--- src/rtl/forward_ctrl.sv ---
// forward_ctrl: EX-stage forwarding select generation, load-use detection and forwarding-event counters.
// Optional build macro FORWARD_CTRL_LOADUSE_STALL_EN adds stall_o and self-inserted load-use bubbles.
module forward_ctrl #(
    parameter int CNT_W  = 16,
    parameter int REG_AW = 5
) (
    input  logic              clk_i,
    input  logic              rst_i,
    input  logic              stall_i,
    input  logic              flush_i,
    input  logic              ex_valid_i,
    input  logic [REG_AW-1:0] ex_rs_i,
    input  logic [REG_AW-1:0] ex_rt_i,
    input  logic [REG_AW-1:0] ex_rd_i,
    input  logic              ex_regwrite_i,
    input  logic              ex_memtoreg_i,
    output logic [1:0]        fwdA_o,
    output logic [1:0]        fwdB_o,
    output logic              loaduse_o,
    output logic [CNT_W-1:0]  fwd_exmem_cnt_o,
    output logic [CNT_W-1:0]  fwd_memwb_cnt_o
`ifdef FORWARD_CTRL_LOADUSE_STALL_EN
    ,
    output logic              stall_o
`endif
);

    localparam logic [1:0]        SEL_RF   = 2'b00;
    localparam logic [1:0]        SEL_MW   = 2'b01;
    localparam logic [1:0]        SEL_EM   = 2'b10;
    localparam logic [REG_AW-1:0] REG_ZERO = {REG_AW{1'b0}};
    localparam logic [CNT_W-1:0]  CNT_MAX  = {CNT_W{1'b1}};
    localparam logic [CNT_W-1:0]  CNT_ZERO = {CNT_W{1'b0}};

    // Youngest non-load producer wins; a load in EX/MEM falls through to MEM/WB or the register file.
    function automatic logic [1:0] fwd_sel(
        input logic              em_rw,
        input logic              em_mtr,
        input logic [REG_AW-1:0] em_rd,
        input logic              mw_rw,
        input logic [REG_AW-1:0] mw_rd,
        input logic [REG_AW-1:0] src
    );
        logic em_hit;
        logic mw_hit;
        em_hit = em_rw & (em_rd != REG_ZERO) & (em_rd == src);
        mw_hit = mw_rw & (mw_rd != REG_ZERO) & (mw_rd == src);
        if (em_hit & ~em_mtr) begin
            fwd_sel = SEL_EM;
        end else if (mw_hit) begin
            fwd_sel = SEL_MW;
        end else begin
            fwd_sel = SEL_RF;
        end
    endfunction

    function automatic logic [1:0] sel_count(
        input logic [1:0] sel_a,
        input logic [1:0] sel_b,
        input logic [1:0] code
    );
        sel_count = {1'b0, (sel_a == code)} + {1'b0, (sel_b == code)};
    endfunction

    // The carry out of a CNT_W+1 bit sum signals overflow, which clamps to all-ones.
    function automatic logic [CNT_W-1:0] sat_add(
        input logic [CNT_W-1:0] cnt,
        input logic [1:0]       inc
    );
        logic [CNT_W:0] sum;
        sum = {1'b0, cnt} + {{(CNT_W-1){1'b0}}, inc};
        if (sum[CNT_W]) begin
            sat_add = CNT_MAX;
        end else begin
            sat_add = sum[CNT_W-1:0];
        end
    endfunction

    logic              em_rw_r;
    logic              em_mtr_r;
    logic [REG_AW-1:0] em_rd_r;
    logic              mw_rw_r;
    logic [REG_AW-1:0] mw_rd_r;
    logic [CNT_W-1:0]  cnt_em_r;
    logic [CNT_W-1:0]  cnt_mw_r;

    logic              em_rw_nxt_s;
    logic              em_mtr_nxt_s;
    logic [REG_AW-1:0] em_rd_nxt_s;
    logic              mw_rw_nxt_s;
    logic [REG_AW-1:0] mw_rd_nxt_s;
    logic [CNT_W-1:0]  cnt_em_nxt_s;
    logic [CNT_W-1:0]  cnt_mw_nxt_s;

    logic [1:0]        fwd_a_s;
    logic [1:0]        fwd_b_s;
    logic              loaduse_s;
    logic              lu_bubble_s;

    // Operand selects and load-use flag from shadow state plus the instruction currently in EX.
    always_comb begin
        fwd_a_s   = fwd_sel(em_rw_r, em_mtr_r, em_rd_r, mw_rw_r, mw_rd_r, ex_rs_i);
        fwd_b_s   = fwd_sel(em_rw_r, em_mtr_r, em_rd_r, mw_rw_r, mw_rd_r, ex_rt_i);
        loaduse_s = ex_valid_i & em_rw_r & em_mtr_r & (em_rd_r != REG_ZERO) &
                    ((em_rd_r == ex_rs_i) | (em_rd_r == ex_rt_i));
    end

`ifdef FORWARD_CTRL_LOADUSE_STALL_EN
    assign lu_bubble_s = loaduse_s;
    assign stall_o     = loaduse_s;
`else
    assign lu_bubble_s = 1'b0;
`endif

    // Next shadow-pipeline and counter state; a stall freezes everything and swallows a flush.
    always_comb begin
        em_rw_nxt_s  = em_rw_r;
        em_mtr_nxt_s = em_mtr_r;
        em_rd_nxt_s  = em_rd_r;
        mw_rw_nxt_s  = mw_rw_r;
        mw_rd_nxt_s  = mw_rd_r;
        cnt_em_nxt_s = cnt_em_r;
        cnt_mw_nxt_s = cnt_mw_r;
        if (stall_i) begin
            em_rw_nxt_s = em_rw_r;
        end else begin
            mw_rw_nxt_s = em_rw_r;
            mw_rd_nxt_s = em_rd_r;
            if (flush_i | lu_bubble_s) begin
                em_rw_nxt_s  = 1'b0;
                em_mtr_nxt_s = 1'b0;
                em_rd_nxt_s  = REG_ZERO;
            end else begin
                em_rw_nxt_s  = ex_valid_i & ex_regwrite_i;
                em_mtr_nxt_s = ex_valid_i & ex_memtoreg_i;
                em_rd_nxt_s  = ex_rd_i;
            end
            if (ex_valid_i & ~lu_bubble_s) begin
                cnt_em_nxt_s = sat_add(cnt_em_r, sel_count(fwd_a_s, fwd_b_s, SEL_EM));
                cnt_mw_nxt_s = sat_add(cnt_mw_r, sel_count(fwd_a_s, fwd_b_s, SEL_MW));
            end else begin
                cnt_em_nxt_s = cnt_em_r;
                cnt_mw_nxt_s = cnt_mw_r;
            end
        end
    end

    // State registers with synchronous reset discarding all in-flight tracking.
    always_ff @(posedge clk_i) begin
        if (rst_i) begin
            em_rw_r  <= 1'b0;
            em_mtr_r <= 1'b0;
            em_rd_r  <= REG_ZERO;
            mw_rw_r  <= 1'b0;
            mw_rd_r  <= REG_ZERO;
            cnt_em_r <= CNT_ZERO;
            cnt_mw_r <= CNT_ZERO;
        end else begin
            em_rw_r  <= em_rw_nxt_s;
            em_mtr_r <= em_mtr_nxt_s;
            em_rd_r  <= em_rd_nxt_s;
            mw_rw_r  <= mw_rw_nxt_s;
            mw_rd_r  <= mw_rd_nxt_s;
            cnt_em_r <= cnt_em_nxt_s;
            cnt_mw_r <= cnt_mw_nxt_s;
        end
    end

    assign fwdA_o          = fwd_a_s;
    assign fwdB_o          = fwd_b_s;
    assign loaduse_o       = loaduse_s;
    assign fwd_exmem_cnt_o = cnt_em_r;
    assign fwd_memwb_cnt_o = cnt_mw_r;

endmodule

--- config.mk ---
export PLATFORM = sky130hd
export DESIGN_NAME = forward_ctrl
export DESIGN_NICKNAME = d
export VERILOG_FILES = /design/src/rtl/forward_ctrl.sv
export SDC_FILE = /design/constraint.sdc
export NUM_CORES = 1
export LEC_CHECK = 0
export BUFFER_PORTS_ARGS = -buffer_cell sky130_fd_sc_hd__buf_2
export CORE_UTILIZATION = 57
export DETAILED_ROUTE_END_ITERATION = 8
export HOLD_SLACK_MARGIN = 0.1
export PLACE_DENSITY = 0.86
export SLEW_MARGIN = 10
export SYNTH_ARGS = -nofsm -noshare
export SYNTH_HDL_FRONTEND = slang
export SYNTH_SLANG_ARGS = --single-unit
--- constraint.sdc ---
create_clock -name clk_i -period 5.3 [get_ports clk_i]
set_input_delay 0.265 -clock clk_i [delete_from_list [all_inputs] [get_ports clk_i]]
set_output_delay 0.265 -clock clk_i [all_outputs]
set_load 0.02 [all_outputs]
# ---- Word-level counts from Yosys, hierarchy flattened
# Cells that the tools add are included.
dict set report word_totals {
  regBits 45
  latch_bits 0
  ram_bits 0
  mem_bits_ro 0
  inputBits 22
  output_inout_bits 37
  word_cells 48
  mem_count 0
}
dict set report op_classes {
  addsub 4
  mul 0
  div 0
  n_lt_le_gt_ge 0
  eq_ne 8
  shifts 0
  muxes 9
  bitwise 17
  n_reduce_logical 3
}
# operator n
set op_table {}
lappend op_table {{$add 16x2->17} 2}
lappend op_table {{$mux 16} 2}
lappend op_table {{$eq 5x5->1} 4}
lappend op_table {{$and 1x1->1} 14}
lappend op_table {{$reduce_bool 5->1} 2}
lappend op_table {{$mux 5} 1}
lappend op_table {{$add 1x1->2} 2}
lappend op_table {{$eq 2x1->1 const B} 2}
lappend op_table {{$eq 2x2->1 const B} 2}
lappend op_table {{$mux 1} 4}
lappend op_table {{$mux 2} 2}
lappend op_table {{$not 1->1} 2}
lappend op_table {{$reduce_and 2->1} 1}
lappend op_table {{$or 1x1->1} 1}

# ---- Logic depth before layout (Yosys ltp)
# Gate-level depths: netlist of run 1.
dict set report logic_depth {
  ltp_word 9
  mapped_depth 12
}

# ---- Least setup slack after synthesis of run 1
# No wires, ideal clock.
dict set report synth_path {
  path_kind {register -> register}
  from {register em_rd_r[1]}
  to {register cnt_mw_r[14], in the netlist fwd_memwb_cnt_o[14]}
  arrival_time_ps 3417
  setup_slack_ps 1792
  path_stages_with_launch 11
  path_buffers 0
  synth_period_minus_slack_ps 3508
  path_cell_list {dfxtp_1 > or4_4 > o211ai_2 > nor4_1 > nor4_1 > fa_1 > ha_1 > nand2_1 > nor4_2 > a31oi_1 > a311oi_1}
}
dict set report synth_between {
  elab_chain_cells 9
  elab_cells_between_ends 15
  cone_classes {add/sub (2); eq/ne (4); mux (3); bitwise (5); reduce/logical (1)}
}
# item line
set synth_lines {}
lappend synth_lines {{start, declared} 81} ;# logic [REG_AW-1:0] em_rd_r;
lappend synth_lines {{start signal, assigned} 161} ;# em_rd_r <= em_rd_nxt_s;
lappend synth_lines {{$reduce_bool 5->1} 46} ;# em_hit = em_rw & (em_rd != REG_ZERO) & (em_rd == src);
lappend synth_lines {{$and 1x1->1} 46}
lappend synth_lines {{$and 1x1->1 (*)} 46}
lappend synth_lines {{$and 1x1->1 (*)} 48} ;# if (em_hit & ~em_mtr) begin
lappend synth_lines {{$mux 2 (*)} 48}
lappend synth_lines {{via fwdA_o[0]} 17} ;# output logic [1:0] fwdA_o,
lappend synth_lines {{$eq 2x1->1 (*)} 62} ;# sel_count = {1'b0, (sel_a == code)} + {1'b0, (sel_b == code)};
lappend synth_lines {{$add 1x1->2 (*)} 62}
lappend synth_lines {{$add 16x2->17 (*)} 71} ;# sum = {1'b0, cnt} + {{(CNT_W-1){1'b0}}, inc};
lappend synth_lines {{$mux 16 (*)} 72} ;# if (sum[CNT_W]) begin
lappend synth_lines {{end signal, assigned} 165} ;# cnt_mw_r <= cnt_mw_nxt_s;
lappend synth_lines {{end, declared} 85} ;# logic [CNT_W-1:0] cnt_mw_r;
# Mark *: on every way through the listed nets, which the timed path passes. The rest lies on a longest branch.
# A chain may end at the register's enable or synchronous reset.

# ---- Worst setup path in the final report of run 1
dict set report layout_path {
  from {register em_rd_r[2]}
  to {register cnt_mw_r[2], in the netlist fwd_memwb_cnt_o[2]}
}
dict set report layout_between {
  elab_chain_cells 9
  elab_cells_between_ends 15
  cone_classes {add/sub (2); eq/ne (4); mux (3); bitwise (5); reduce/logical (1)}
}
# item line
set layout_lines {}
lappend layout_lines {{$reduce_bool 5->1} 46}
lappend layout_lines {{$and 1x1->1 (2 in a row)} 46}
lappend layout_lines {{$and 1x1->1} 48}
lappend layout_lines {{$mux 2} 48}
lappend layout_lines {{$eq 2x1->1} 62}
lappend layout_lines {{$add 1x1->2 (*)} 62}
lappend layout_lines {{$add 16x2->17 (*)} 71}
lappend layout_lines {{$mux 16 (*)} 72}
# Mark *: on every way between the ends. The rest lies on a longest branch, timed or not.

==> impl_metrics.json, run 1 <==
{
  "cp-end-kind": "flop",
  "synthCells": 262,
  "insertion_delay_ns": 0.30,
  "placement_rows": 22,
  "hpwl_mm": 3.89,
  "async_reset_ff_frac": 0,
  "dieArea_sq_mm": 0.00433,
  "maxCapViolCount": 0,
  "p_leak_nw": 1.08,
  "required_ns": 5.52,
  "synth-edff-count": 0,
  "synth_area_sq_mm": 0.00232,
  "max_stage_delay_ns": 0.55,
  "drcViolationCount": 0,
  "antenna_found_initial": 0,
  "ioPinCount": 59,
  "final_area_sq_mm": 0.00273,
  "critPathTopFamily": "simple AND/OR/NAND/NOR gates",
  "min_path_type": "in -> reg",
  "setup_viol": 0,
  "drt-total-wl_mm": 5.52,
  "rrSetupSlack_ns": 1.95,
  "place_congestion": 0.975,
  "die_w_um": 65.8,
  "cts-resized-gates": 0,
  "wl_per_cell_um": 15.1,
  "slowest_stage": "or4_4",
  "grt_pass1_wl_mm": 9.11,
  "cp-start-kind": "flop",
  "worst_pin_slew_ns": 0.817,
  "drtIter0Drc": 96,
  "synth_seq_cells": 45,
  "n_antenna_cell": 0,
  "hold_buffers": 0,
  "outcome": "finished, final reports clean",
  "skew_ns": 0.00664,
  "slew_headroom": 0.455,
  "crit_buf_inv": 0,
  "grt_max_degree": 46,
  "ys_warn_count": 0,
  "fmax_ghz": 0.298,
  "cp_cell_sequence": "or4_4 -> o211ai_2 -> nor4_1 -> nor4_1 -> fa_1 -> ha_1 -> nand2_1 -> nor3_1 -> nand2_1 -> a21oi_1",
  "rsz0062_at_grt": "false",
  "peakVddDrop_uv": 157,
  "maxSlewViolCount": 0,
  "p_per_area_mw_per_mm2": 236,
  "ys_types": 44,
  "placed_area_sq_mm": 0.00262,
  "dr.pass1.iters": 4,
  "initial_core_util": 0.615,
  "ant_nets": 0,
  "multi_input_area_sq_mm": 0.00135,
  "numCtsBuffers": 5,
  "cts_tree": "built",
  "drive_above_1_share": 0.227,
  "cts_root_buffer": "clkbuf_8",
  "avgSynthCellArea_sq_um": 8.85,
  "vias": 2179,
  "finalHoldViolCount": 0,
  "clkSinkCount": 45,
  "area_growth_pct": 17.8,
  "gr-total-overflow": 0,
  "ys.flop_type": "dfxtp_1",
  "clkSlewWorstSetupHoldPaths_ns": 0.08,
  "vias_per_cell": 5.97,
  "crit_arrival_ns": 3.58,
  "period_needed_ns": 3.35,
  "postCtsSetupRepairBufs": 0,
  "syn_nets": 288,
  "htree_levels": 2,
  "layout.nets": 342,
  "finalCritPeriodShare": 0.633,
  "fin_setup_tns_ns": 0,
  "fill_cells": 293,
  "clock_path_buffers": 2,
  "critical_path_class": "reg -> reg",
  "die_h_um": 65.8,
  "regArea_sq_um": 901,
  "coreArea_sq_mm": 0.00377,
  "groute.usage.overall": 0.273,
  "port_buffers": 58,
  "yosysSeqAreaShare": 0.388,
  "worstPathMaxFanout": 11,
  "grt_pass1_vias": 2072
}
[cells in the mapped netlist, types with 2 or more instances]
| cell type | number | area (sq um) |
|---|---|---|
| inv_1 | 6 | 22.5 |
| a21oi_1 | 24 | 120 |
| or4_1 | 3 | 22.5 |
| nor3_1 | 8 | 40.0 |
| a31oi_1 | 7 | 43.8 |
| nand4b_1 | 2 | 17.5 |
| nor4bb_1 | 2 | 20.0 |
| nor4_1 | 17 | 106 |
| and3_1 | 2 | 12.5 |
| xor2_1 | 17 | 149 |
| mux2i_1 | 6 | 60.1 |
| a211oi_1 | 4 | 30.0 |
| nor3b_1 | 2 | 15.0 |
| buf_2 | 3 | 15.0 |
| o21ai_0 | 2 | 10.0 |
| nand4_1 | 6 | 37.5 |
| a22oi_1 | 4 | 30.0 |
| or3_1 | 3 | 18.8 |
| xnor2_1 | 21 | 184 |
| dfxtp_1 | 45 | 901 |
| buf_1 | 2 | 7.51 |
| nor4_2 | 2 | 25.0 |
| clkbuf_1 | 5 | 18.8 |
| nor2_1 | 21 | 78.8 |
| fa_1 | 2 | 40.0 |
| a311oi_1 | 2 | 17.5 |
| nand2_1 | 17 | 63.8 |
| nand3_1 | 9 | 45.0 |
| and4b_1 | 2 | 20.0 |
| ha_1 | 2 | 25.0 |
[state kept, by name, summed over array words and instances (netlist names)]
| register | cells |
|---|---|
| em_mtr_r | 1 |
| em_rd_r | 5 |
| em_rw_r | 1 |
| fwd_exmem_cnt_o | 16 |
| fwd_memwb_cnt_o | 16 |
| mw_rd_r | 5 |
| mw_rw_r | 1 |
[final timing paths]
path | start | to | cells past startpoint
worst max-delay path | em_rd_r[2] | fwd_memwb_cnt_o[2] | 10
worst min-delay path | ex_rd_i[0] | em_rd_r[0] | 3
worst max register to register | em_rd_r[2] | fwd_memwb_cnt_o[2] | 10
worst min register to register | fwd_exmem_cnt_o[10] | fwd_exmem_cnt_o[10] | 1
[stage by stage]
| stage | setup slack, ns | instances | hold slack, ns | utilization | power, mW |
|---|---|---|---|---|---|
| detailed placement | 1.99 | 357 | 0.505 | 0.695 | 0.395 |
| floorplan | 1.79 | 262 | 0.409 | - | 0.379 |
| finish | 1.95 | 365 | 0.201 | 0.725 | 0.646 |
| CTS | 1.95 | 365 | 0.198 | 0.725 | 0.650 |
| global placement | 2.12 | 357 | 0.495 | 0.695 | 0.394 |
| global route | 1.63 | 365 | 0.208 | 0.725 | 0.668 |
[logic make-up (layout without fill, tap and decap cells)]
logic type	Yosys count	in the layout	share of synthesized area
multiplexers	6	6	0.0259
AO/OA/AOI/OAI	49	49	0.133
adder cells (fa/ha/maj)	4	4	0.0280
flip-flops	45	45	0.388
XOR/XNOR	38	38	0.143
buffers and inverters	17	72	0.0307
AND/OR/NAND/NOR	103	103	0.250
[report_power, final]
| part | leakage, nW | internal (mW) | switching (mW) | total, mW |
|---|---|---|---|---|
| Combinational | 0.660 | 0.0185 | 0.0244 | 0.0429 |
| Clock | 0.0554 | 0.142 | 0.117 | 0.259 |
| Sequential | 0.363 | 0.340 | 0.00425 | 0.345 |
[tightest hold or removal path: cells and delay by family]
family	cells	cell delay, ns
AOI/OAI and AO/OA	1	0.05
and+or+nand+nor	1	0.08
buffers and inverters	1	0.07
[cell usage in the layout (no fill, tap or decap), types with 3 or more instances in the layout]
| cell type | Yosys | layout |
|---|---|---|
| buf_2 | 3 | 58 |
| dfxtp_1 | 45 | 45 |
| a21oi_1 | 24 | 24 |
| xnor2_1 | 21 | 21 |
| nor2_1 | 21 | 21 |
| xor2_1 | 17 | 17 |
| nor4_1 | 17 | 17 |
| nand2_1 | 17 | 17 |
| nand3_1 | 9 | 9 |
| nor3_1 | 8 | 8 |
| a31oi_1 | 7 | 7 |
| inv_1 | 6 | 6 |
| nand4_1 | 6 | 6 |
| mux2i_1 | 6 | 6 |
| clkbuf_8 | 0 | 5 |
| a211oi_1 | 4 | 4 |
| a22oi_1 | 4 | 4 |
| or4_1 | 3 | 3 |
| or3_1 | 3 | 3 |
[layer usage]
layer | track usage | vias up | wire [um]
li1 | - | 1071 | -
met1 | 0.354 | 1017 | 2480
met5 | 0 | - | 0
met4 | 0.114 | 0 | 80
met3 | 0.0448 | 9 | 308
met2 | 0.448 | 82 | 2660
[final cells by class]
class | count | share of cell area
Multi-Input combinational cell | 200 | 0.493
Clock inverter | 2 | 0.0142
Clock buffer | 6 | 0.0266
Sequential cell | 45 | 0.330
Inverter | 6 | 0.00824
Tap cell | 48 | 0.0220
Timing Repair Buffer | 58 | 0.106
No activity file was read; power rests on OpenSTA's default activity.
==> run 2, diff against run 1 <==
- ABC_AREA: default -> 1
- CORE_UTILIZATION: 57 -> 54
- PLACE_DENSITY: 0.86 -> 0.81
- clock period: 5.3 -> 3.5 ns (I/O delays scaled with it)
==> impl_metrics.json, run 2 <==
{
  "outcome": "finished, violations left",
  "violations": "design-rule violations",
  "n_antenna_cell": 0,
  "yosysTopAreaCell": "dfxtp_1",
  "cp_cell_sequence": "xnor2_1 -> nand2_1 -> nor2_1 -> nand3_1 -> nand2_1 -> inv_1 -> fa_1 -> ha_1 -> nand2_1 -> nor2_1 -> nand2_2 -> nor2_2 -> nand2_2 -> nand3_1 -> nand2_1 -> inv_1",
  "yosys.area.top_type_share": 0.348,
  "final_common_cell": "nand2_1",
  "finalCritPeriodShare": 0.741,
  "cts_root_buffer": "clkbuf_8",
  "p_per_area_mw_per_mm2": 337,
  "slowest_stage": "fa_1",
  "final_area_sq_mm": 0.00302,
  "skew_ns": 0.0103,
  "numCtsBuffers": 5,
  "clkSinkCount": 45,
  "crit_arrival_ns": 2.79,
  "ys_top_cells_by_area": "dfxtp_1 35%, nand2_1 14%, nor2_1 7.8%",
  "clock_path_buffers": 2,
  "dieArea_sq_mm": 0.00507,
  "place_congestion": 0.907,
  "swShare": 0.230,
  "maxSlewViolCount": 0,
  "synthCells": 387,
  "async_reset_ff_frac": 0,
  "synth-edff-count": 0,
  "ys.flop_type": "dfxtp_1",
  "p_leak_nw": 1.40,
  "period_needed_ns": 2.59,
  "gr-total-overflow": 0,
  "ys_types": 27,
  "crit_top_cell": "nand2_1",
  "yosysSeqAreaShare": 0.348,
  "rr_worst_depth": 16,
  "rrSetupSlack_ns": 0.91,
  "synth_commonest_cells": "96 x nand2_1, 54 x nor2_1, 48 x inv_1, 45 x dfxtp_1, 33 x nand3_1",
  "placed_area_sq_mm": 0.00290,
  "wl_per_cell_um": 12.3,
  "slew_headroom": 0.626,
  "r2r-start": "em_rd_r[0]",
  "fin_setup_tns_ns": 0,
  "p_int_uw": 783,
  "stdcell_count": 498,
  "synth_seq_cells": 45,
  "cts_tree": "built",
  "postCtsSetupRepairBufs": 0,
  "grt_pass1_vias": 2392,
  "maxCapViolCount": 0,
  "fmax_ghz": 0.385,
  "peakVddDrop_uv": 207,
  "finalHoldViolCount": 0,
  "drt-total-wl_mm": 6.14,
  "setup_viol": 0,
  "critPathTopFamily": "simple AND/OR/NAND/NOR gates",
  "hold_buffers": 0,
  "placement_rows": 24,
  "pwr-share-seq": 0.518,
  "drtIter0Drc": 171,
  "cts-resized-gates": 0,
  "critical_path_class": "reg -> reg",
  "coreArea_sq_mm": 0.00447,
  "final_cell_mix": "96 x nand2_1, 58 x buf_2, 54 x nor2_1",
  "vias_per_cell": 5.22,
  "reg2reg_to": "fwd_memwb_cnt_o[13]",
  "die_h_um": 71.2,
  "drcViolationCount": 4,
  "ys_warn_count": 0,
  "worst_pin_slew_ns": 0.557,
  "pwr-share-clk": 0.409,
  "required_ns": 3.70,
  "insertion_delay_ns": 0.30,
  "cp-start-kind": "flop",
  "grt_pass1_wl_mm": 10.7,
  "dr.pass1.iters": 6,
  "area_growth_pct": 16.6,
  "hold_depth": 3,
  "syn_nets": 413,
  "avgSynthCellArea_sq_um": 6.68,
  "drive_above_1_share": 0.168,
  "htree_levels": 2,
  "die_w_um": 71.2,
  "min_path_type": "in -> reg",
  "worstPathMaxFanout": 14,
  "vias": 2600,
  "rsz0062_at_grt": "false",
  "min_from": "ex_rd_i[4]",
  "groute.usage.overall": 0.266,
  "p_switching_uw": 234,
  "grt_max_degree": 28,
  "synth_most_common_cell": "nand2_1",
  "initial_core_util": 0.578,
  "ioPinCount": 59,
  "crit_buf_inv": 2,
  "max_stage_delay_ns": 0.45,
  "ant_nets": 0,
  "antenna_found_initial": 0,
  "holdWs_ns": 0.106,
  "post-place-ws_ns": 0.924,
  "fill_cells": 418,
  "min_to": "em_rd_r[4]",
  "hpwl_mm": 4.62,
  "placed_cells": 490,
  "cp-end-kind": "flop",
  "combPwrFrac": 0.073,
  "timing.final.ws_setup_ns": 0.905,
  "port_buffers": 58,
  "layout.nets": 471,
  "clkSlewWorstSetupHoldPaths_ns": 0.09,
  "synth_area_sq_mm": 0.00259
}
## run 2: cell count changes after synthesis, moves of 15 or more
cell / change
inv_1: +42
nor4_1: -17
nand3_1: +24
o21ai_0: +15
nand2_1: +79
nor2_1: +33
## run 2: logic make-up after synthesis
kind of cell,Yosys count,synth area share
adder cells (fa/ha/maj),4,0.0252
AND/OR/NAND/NOR,203,0.334
AO/OA/AOI/OAI,44,0.0876
multiplexers,2,0.00774
flip-flops,45,0.348
XOR/XNOR,31,0.105
buffers and inverters,58,0.0924
## run 2: worst max path at each step
stage | start | endpoint | depth (start not counted)
after floorplan | em_rd_r[3] | fwd_memwb_cnt_o[0] | 15
after global placement | em_rd_r[4] | fwd_memwb_cnt_o[14] | 16
after detailed placement | em_rd_r[0] | fwd_memwb_cnt_o[13] | 16
after CTS | em_rd_r[0] | fwd_memwb_cnt_o[13] | 16
after global routing | em_rd_r[0] | fwd_exmem_cnt_o[14] | 14
final | em_rd_r[0] | fwd_memwb_cnt_o[13] | 16
## run 2: stage by stage
stage	total power, mW	utilization
final	1.02	0.674
after global routing	1.05	0.674
after CTS	1.02	0.674
after detailed placement	0.612	0.648
after global placement	0.611	0.648
after floorplan	0.585	-
## run 2: final cells by class
type	instances	area [sq um]	area share
Multi-Input combinational cell	284	1450	0.480
Timing Repair Buffer	58	290	0.0963
Inverter	51	196	0.0651
Clock inverter	1	30.0	0.00996
Sequential cell	45	901	0.299
Clock buffer	7	86.3	0.0286
Tap cell	52	65.1	0.0216
## run 2: tightest hold or removal path, delay by kind of cell
family          cells  cell delay [ns]
buf+inv             1             0.09
simple gates        1             0.05
compound gates      1             0.05
## run 2: power by group through the flow
stage | Sequential (mW) | Combinational, mW | Clock (mW)
after floorplan | 0.537 | 0.0485 | 0
after global placement | 0.538 | 0.0729 | 0
after detailed placement | 0.538 | 0.0740 | 0
after CTS | 0.526 | 0.0742 | 0.420
after global routing | 0.528 | 0.0836 | 0.442
final | 0.526 | 0.0744 | 0.416
## run 2: routing by layer
layer	wire [um]	track usage	vias up
li1	-	-	1338
met1	2870	0.345	1191
met2	2910	0.438	64
met3	304	0.0570	7
met4	57	0.0867	0
met5	0	0	-
==> run 3, diff against run 2 <==
- ABC_AREA: 1 -> 0
- CORE_UTILIZATION: 54 -> 53
- clock period: 3.5 -> 2.6 ns (I/O delays scaled with it)
==> impl_metrics.json, run 3 (synthesized netlist as in run 1, its figures left out) <==
{
  "skew_ns": 0.00646,
  "min_path_type": "in -> reg",
  "p_leak_nw": 1.42,
  "clkSlewWorstSetupHoldPaths_ns": 0.09,
  "final_cell_mix": "58 x buf_2, 39 x dfxtp_1, 25 x buf_4",
  "violations": "negative setup slack",
  "htree_levels": 2,
  "n_antenna_cell": 0,
  "antenna_found_initial": 0,
  "ioPinCount": 59,
  "pwr-share-seq": 0.542,
  "layout.nets": 380,
  "hpwl_mm": 4.41,
  "period_needed_ns": 2.82,
  "wl_per_cell_um": 18.3,
  "clock_path_buffers": 2,
  "hold_depth": 4,
  "coreArea_sq_mm": 0.00409,
  "wl_met2_mm": 3.87,
  "stdcell_count": 405,
  "groute.usage.overall": 0.312,
  "final_util": 0.829,
  "rsz0062_at_grt": "true",
  "finalCritPeriodShare": 1.08,
  "outcome": "finished, violations left",
  "numCtsBuffers": 5,
  "peakVddDrop_uv": 345,
  "pwr-share-clk": 0.355,
  "cp_cell_sequence": "or4_4 -> o211ai_4 -> buf_6 -> nor4_4 -> nor4_4 -> fa_2 -> nand3_1 -> nor4_1 -> a41o_1 -> nor2_1",
  "insertion_delay_ns": 0.29,
  "drt-total-wl_mm": 7.42,
  "place_congestion": 0.861,
  "worst_pin_slew_ns": 0.826,
  "placement_rows": 23,
  "setup_viol": 31,
  "cts_root_buffer": "clkbuf_8",
  "max_stage_delay_ns": 0.55,
  "ant_nets": 0,
  "crit_buf_inv": 1,
  "grt_pass1_vias": 2317,
  "grt_pass1_wl_mm": 10.5,
  "p_switching_uw": 322,
  "highest_layer": "met4",
  "timing.final.ws_setup_ns": -0.220,
  "drcViolationCount": 0,
  "critPathTopFamily": "simple AND/OR/NAND/NOR gates",
  "area_growth_pct": 46.0,
  "final_common_cell": "buf_2",
  "slowest_stage": "or4_4",
  "p_int_uw": 965,
  "post-place-ws_ns": -0.233,
  "crit_arrival_ns": 3.01,
  "port_buffers": 58,
  "met1Wirelength_mm": 2.83,
  "vias_per_cell": 6.12,
  "holdWs_ns": 0.181,
  "dieArea_sq_mm": 0.00465,
  "total_power_mw": 1.29,
  "worstPathMaxFanout": 7,
  "p_per_area_mw_per_mm2": 380,
  "slew_headroom": 0.450,
  "drive_above_1_share": 0.425,
  "finalHoldViolCount": 0,
  "grt_max_degree": 46,
  "swShare": 0.250,
  "vias": 2480,
  "combPwrFrac": 0.103,
  "rr_worst_depth": 10,
  "placed_cells": 385,
  "cp.depth": 10,
  "initial_core_util": 0.568,
  "cts_tree": "built",
  "die_h_um": 68.2,
  "routed-wl-met3_um": 393,
  "maxSlewViolCount": 0,
  "crit_top_cell": "nor4_4",
  "gr-total-overflow": 0,
  "fmax_ghz": 0.355,
  "cp-start-kind": "flop",
  "critical_path_class": "reg -> reg",
  "drtIter0Drc": 201,
  "clkSinkCount": 45,
  "die_w_um": 68.2,
  "dr.pass1.iters": 6,
  "cp-end-kind": "flop",
  "required_ns": 2.79,
  "maxCapViolCount": 0
}
-- run 3: final timing paths --
kind | from | end | slack [ns]
min reg2reg | fwd_exmem_cnt_o[10] | fwd_exmem_cnt_o[10] | 0.52
min | flush_i | em_mtr_r | 0.18
max | em_rd_r[4] | fwd_memwb_cnt_o[15] | -0.22
max reg2reg | em_rd_r[4] | fwd_memwb_cnt_o[15] | -0.22
-- run 3: metrics by stage --
stage,cell area (sq um),TNS [ns]
6_report,3390,-3.62
5_1_grt,3390,-6.13
2_1_floorplan,2420,-2.00
3_3_place_gp,2920,-1.90
3_5_place_dp,2920,-4.20
4_1_cts,3220,-1.04
-- run 3: cell type report --
class | instances | area (sq um)
tap | 50 | 62.6
fill | 232 | 701
timing repair buffer | 96 | 619
sequential | 45 | 916
inverter | 6 | 22.5
clock inverter | 2 | 13.8
multi-input combinational | 200 | 1670
clock buffer | 6 | 82.6
-- run 3: timing repair --
action                                  in CTS  in global routing
endpoints found under the hold margin        4                  0
setup buffers                                4                  4
pin swaps                                   11                  7
gates resized for setup                     29                 28
hold buffers                                 4                  0
endpoints found under the setup margin      32                 30
-- run 3: worst min-delay path: stages --
cell	delay, ns
buf_2	0.11
nor4bb_1	0.05
a21oi_1	0.11
nor2_1	0.04
-- run 3: power groups by stage --
stage               clock, mW  combinational (mW)  sequential, mW
global placement            0               0.107           0.715
global route            0.491               0.141           0.698
CTS                     0.466               0.123           0.699
detailed placement          0               0.110           0.715
floorplan                   0              0.0653           0.716
finish                  0.457               0.133           0.697
-- run 3: layer usage --
metal	GRT usage	vias to the layer above
met5	0	-
met4	0.201	0
met3	0.0833	35
met2	0.534	106
met1	0.336	1184
li1	-	1155
